`config.mk`:
```
export PLATFORM = sky130hd
export DESIGN_NAME = clock_ratio_ctrl
export DESIGN_NICKNAME = d
export VERILOG_FILES = /design/src/rtl/clock_ratio_ctrl.sv
export SDC_FILE = /design/constraint.sdc
export NUM_CORES = 1
export LEC_CHECK = 0
export BUFFER_PORTS_ARGS = -buffer_cell sky130_fd_sc_hd__clkbuf_2
export CORE_MARGIN = 1.5
export CORE_UTILIZATION = 60
export CTS_BUF_LIST = sky130_fd_sc_hd__clkbuf_4 sky130_fd_sc_hd__clkbuf_8 sky130_fd_sc_hd__clkbuf_16
export DETAILED_ROUTE_END_ITERATION = 8
export PLACE_DENSITY = 0.9
export SYNTH_ARGS = -nofsm -noshare
export SYNTH_HDL_FRONTEND = slang
export SYNTH_HIERARCHICAL = 1
export SYNTH_SLANG_ARGS = --single-unit
```
`constraint.sdc`:
```
create_clock -name clock -period 5.65 [get_ports clock]
set_input_delay 0.2825 -clock clock [delete_from_list [all_inputs] [get_ports clock]]
set_output_delay 0.2825 -clock clock [all_outputs]
set_load 0.01 [all_outputs]
```
`src/rtl/clock_ratio_ctrl.sv`:
```
// clock_ratio_ctrl: two independent glitch-free integer clock dividers; define CLK_MON_EN to add the edge-count ratio monitor.
module clock_ratio_div #(
    parameter int DIV_W = 3
) (
    input  logic             clock,
    input  logic             resetb,
    input  logic [DIV_W-1:0] div,
    input  logic             en,
    output logic             clk_out
);
    localparam int NW = DIV_W + 1;
    logic [NW-1:0] cnt_q, n_q, cnt_inc;
    logic          run_q, load;
    assign cnt_inc = cnt_q + 1'b1;
    // Ratio and enable are only taken at a period boundary, or while parked at 0.
    assign load = !run_q || cnt_inc == n_q;
    always_ff @(posedge clock or negedge resetb) begin
        if (!resetb) begin
            cnt_q   <= '0;
            n_q     <= NW'(2);
            run_q   <= 1'b0;
            clk_out <= 1'b0;
        end else if (load) begin
            cnt_q   <= '0;
            n_q     <= {1'b0, div} + NW'(2);
            run_q   <= en;
            clk_out <= en;
        end else begin
            cnt_q   <= cnt_inc;
            clk_out <= cnt_inc < (n_q >> 1);
        end
    end
endmodule

module clock_ratio_ctrl #(
    parameter int DIV_W = 3,
    parameter int MON_W = 16,
    parameter int WIN_W = 16
) (
    input  logic             clock,
    input  logic             resetb,
    input  logic [DIV_W-1:0] core_div,
    input  logic [DIV_W-1:0] user_div,
    input  logic             core_en,
    input  logic             user_en,
    output logic             core_clk,
    output logic             user_clk
`ifdef CLK_MON_EN
    ,
    input  logic             mon_start,
    input  logic [WIN_W-1:0] mon_window,
    output logic             mon_busy,
    output logic             mon_done,
    output logic [MON_W-1:0] mon_core_cnt,
    output logic [MON_W-1:0] mon_user_cnt
`endif
);
    clock_ratio_div #(.DIV_W(DIV_W)) u_core (
        .clock(clock), .resetb(resetb), .div(core_div), .en(core_en), .clk_out(core_clk)
    );
    clock_ratio_div #(.DIV_W(DIV_W)) u_user (
        .clock(clock), .resetb(resetb), .div(user_div), .en(user_en), .clk_out(user_clk)
    );
`ifdef CLK_MON_EN
    logic             core_d, user_d;
    logic [WIN_W-1:0] rem_q;
    always_ff @(posedge clock or negedge resetb) begin
        if (!resetb) begin
            core_d       <= 1'b0;
            user_d       <= 1'b0;
            rem_q        <= '0;
            mon_busy     <= 1'b0;
            mon_done     <= 1'b0;
            mon_core_cnt <= '0;
            mon_user_cnt <= '0;
        end else begin
            core_d   <= core_clk;
            user_d   <= user_clk;
            mon_done <= 1'b0;
            if (!mon_busy && mon_start) begin
                mon_core_cnt <= '0;
                mon_user_cnt <= '0;
                rem_q        <= mon_window;
                mon_busy     <= mon_window != '0;
                mon_done     <= mon_window == '0;
            end else if (mon_busy) begin
                if (core_clk && !core_d && mon_core_cnt != '1) mon_core_cnt <= mon_core_cnt + 1'b1;
                if (user_clk && !user_d && mon_user_cnt != '1) mon_user_cnt <= mon_user_cnt + 1'b1;
                rem_q <= rem_q - 1'b1;
                if (rem_q == WIN_W'(1)) begin
                    mon_busy <= 1'b0;
                    mon_done <= 1'b1;
                end
            end
        end
    end
`endif
endmodule

```
==> flow_summary.rst <==
.. list-table::
   :header-rows: 1

   * - Metric
     - Value
   * - Met3 Resource Use GR
     - 4.898%
   * - Share of synthesized area occupied by flip-flops and latches
     - 48.67%
   * - Hold-critical path depth
     - 2
   * - Count of maximum capacitance violations
     - 0
   * - Maximum number of pins on one net before global-route repair
     - 21
   * - Antenna violation net count after detailed routing
     - 0
   * - Setup violations, final
     - 0
   * - Clk Latency, worst-skew pair
     - 0.31 ns
   * - Met2 capacity usage during global routing
     - 40.87%
   * - Max-slew headroom at the worst pin
     - 53.47%
   * - EDFF count, synth
     - 0
   * - Post-Syn Area per Cell
     - 12.02 um^2
   * - Maximum operating frequency
     - 0.4280 GHz
   * - CTS buffer count
     - 3
   * - Stage delay of the slowest cell on the critical path
     - 0.69 ns
   * - Biggest area consumer among synthesized cells
     - sky130_fd_sc_hd__dfrtp_1
   * - Via count of the first global-routing pass
     - 738
   * - Quantity of I/O buffers inserted on ports
     - 11
   * - Pins Over Slew Limit
     - 0
   * - Worst-case hold path end point
     - u_core/n_q[1]
   * - Cell with the most instances after synthesis
     - sky130_fd_sc_hd__dfrtp_1
   * - # rows
     - 14
   * - Setup clock skew after layout
     - 0.01646 ns
   * - Number of buffers inserted to repair setup after CTS
     - 0
   * - Number of distinct library cells after synthesis
     - 14
   * - Top delay family on crit path
     - compound AO/OA/AOI/OAI gates
   * - Synthesis-to-layout area growth
     - 11.74%
   * - Instance count of the mapped netlist
     - 86
   * - Final Hold Viols
     - 0
   * - Async set-reset flop share out of synthesis
     - 100.0%
   * - Capturing point of the worst reg2reg path
     - u_core/n_q[2]
   * - H-tree depth
     - 1
   * - Top flip-flop cell by instance count after synthesis
     - sky130_fd_sc_hd__dfrtp_1
   * - Number of buffer and inverter stages on the critical path
     - 0
   * - Root Buffer Master
     - sky130_fd_sc_hd__clkbuf_4
   * - Total Die Area
     - 1980 um^2
   * - Ratio of cells with drive above 1 in the final layout
     - 26.47%
   * - Via count
     - 657
   * - DRT Wirelength
     - 1.962 mm
   * - Final antenna diode count
     - 0
   * - Clock transition at the register clock pins on the worst setup and hold paths after CTS
     - 0.13 ns
   * - First-pass GRT wire length
     - 3.360 mm
   * - Synthesized cell area
     - 1033 um^2
   * - Total stage count of the critical path
     - 5
   * - Worst-margin pin slew
     - 0.6955 ns
   * - Setup crit start kind
     - flop
   * - GR peak layer
     - met2
   * - Max FO, Critical Path
     - 10
   * - Slowest CP cell
     - sky130_fd_sc_hd__o41ai_4
   * - Worst min-delay path category
     - in -> reg
   * - Detail-routed via count per cell
     - 5.568
   * - Arrival time of data at the critical path endpoint
     - 2.52 ns
   * - Clock tree from TritonCTS
     - done
   * - Core Footprint
     - 1559 um^2
   * - Worst Setup Path Type
     - reg -> reg
   * - Top cells by area in the synthesized netlist
     - sky130_fd_sc_hd__dfrtp_1 (44%), sky130_fd_sc_hd__ha_1 (9.7%), sky130_fd_sc_hd__mux2_2 (6.5%)
   * - #FFs+latches synth
     - 20
   * - Count of filler cells inserted in the layout
     - 95
   * - Top-level I/O count
     - 12
   * - Leading cell types by count after synthesis
     - sky130_fd_sc_hd__dfrtp_1 (18), sky130_fd_sc_hd__inv_1 (12), sky130_fd_sc_hd__ha_1 (8), sky130_fd_sc_hd__nor2_1 (8)
   * - Initial cell density of the core
     - 66.29%
   * - Number of DRC violations after detailed routing
     - 0
   * - Number of DRC violations after detailed-routing iteration 0
     - 13
   * - Post-layout nets
     - 121
   * - Type of element capturing the critical path
     - flop
   * - Routed wirelength normalized by instance count
     - 16.63 um
   * - Post-Syn Nets
     - 104
   * - Placer Congestion
     - 0.7762
   * - Met1 Track Usage GR
     - 30.91%
   * - HPWL reported at the end of detailed placement
     - 1.495 mm
   * - Overall global routing resource usage
     - 25.13%
   * - Total negative slack
     - 0 ns
   * - Cell Chain, Critical Path
     - ha_1 > xnor2_2 > xnor2_1 > o41ai_4 > mux2_2
   * - Number of clock sinks
     - 20
   * - Fraction of post-synthesis cell area in the top cell type by area
     - 43.58%
   * - Chip Width
     - 44.50 um
   * - Period utilization
     - 41.36%
   * - FF-to-FF Start
     - u_core/cnt_q[0]
   * - Yosys warnings
     - 6
   * - Total congestion overflow
     - 0
   * - Number of cells traversed by the worst register-to-register path
     - 5
   * - Reg2reg setup slack
     - 3.31 ns
   * - Initial DRT Pass Iterations
     - 4
   * - Data required time of the critical path
     - 5.84 ns
   * - Run status
     - complete, no violations
   * - Startpoint of the most critical hold path
     - core_div[1]
   * - Setup repair after global routing missed its margin
     - no
   * - Number of antenna violations at the first check in global routing
     - 0
   * - Crit path time final
     - 2.337 ns
   * - Vert. Die Dim
     - 44.50 um
   * - Buffer levels on the longest clock path
     - 2
## worst max path at each step
stage | startpoint | endpoint | slack, ns
final | u_core/cnt_q[0] | u_core/n_q[2] | 3.31
after global routing | u_core/cnt_q[0] | u_core/n_q[2] | 3.14
after CTS | u_core/cnt_q[0] | u_core/n_q[2] | 3.31
after detailed placement | u_core/cnt_q[0] | u_core/n_q[0] | 3.35
after global placement | u_core/cnt_q[0] | u_core/n_q[2] | 3.42
after floorplan | u_core/cnt_q[0] | u_core/n_q[0] | 3.58
## repair_timing
item                      in CTS  in global routing
hold endpoints to repair      18                  0
hold buffers                   1                  0
gates resized for setup        0                  0
## layer usage
layer,vias to the layer above,wire (um)
met4,0,30
met2,19,1012
met3,4,66
li1,317,-
met5,-,0
met1,317,852
## layout by cell type, fill, tap and decap left out, drive strengths merged
cell type	netlist	layout
mux2i	4	4
dfrtp	18	18
a21oi	2	2
nand2	4	4
dlygate4sd3	0	1
nand3	6	6
o41ai	2	2
dfstp	2	2
xor2	6	6
mux2	6	6
nor2	8	8
ha	8	8
clkbuf	0	15
xnor2	8	8
inv	12	12
## registers in the layout, summed over array words and instances (netlist names)
signal	cells
u_core/clk_out	1
u_core/n_q	4
u_user/cnt_q	4
u_user/run_q	1
u_core/cnt_q	4
u_user/clk_out	1
u_user/n_q	4
u_core/run_q	1
## logic make-up after synthesis
family,synth area share [%]
flip-flops,48.67
AO/OA/AOI/OAI,6.295
multiplexers,10.41
buffers and inverters,4.358
AND/OR/NAND/NOR,7.264
XOR/XNOR,13.32
adder cells (fa/ha/maj),9.686
## layout make-up
class,count,area (um^2),share of cell area (%)
inverter,12,45.04,3.900
clock buffer,4,36.28,3.142
multi-input combinational,54,485.5,42.04
timing repair buffer,12,65.06,5.634
tap,16,20.02,1.733
sequential,20,503.0,43.55
## stage by stage
stage,std cells,setup slack [ns],hold WS [ns],utilization (%),cell area [um^2]
after floorplan,86,3.582,-0.01309,-,1033
after global placement,113,3.422,0.2527,71.11,1109
after detailed placement,113,3.348,0.2626,71.11,1109
after CTS,118,3.306,0.1231,74.08,1155
after global routing,118,3.137,0.1422,74.08,1155
final,118,3.313,0.1323,74.08,1155
## worst register-to-register path, stage by stage (launching register included)
cell and delay [ns]:
sky130_fd_sc_hd__dfrtp_1 0.47, sky130_fd_sc_hd__ha_1 0.26, sky130_fd_sc_hd__xnor2_2 0.24, sky130_fd_sc_hd__xnor2_1 0.14, sky130_fd_sc_hd__o41ai_4 0.69, sky130_fd_sc_hd__mux2_2 0.42
Power is not shown: default switching activity piles up to over one toggle a cycle in this logic, so the estimate is an artifact.
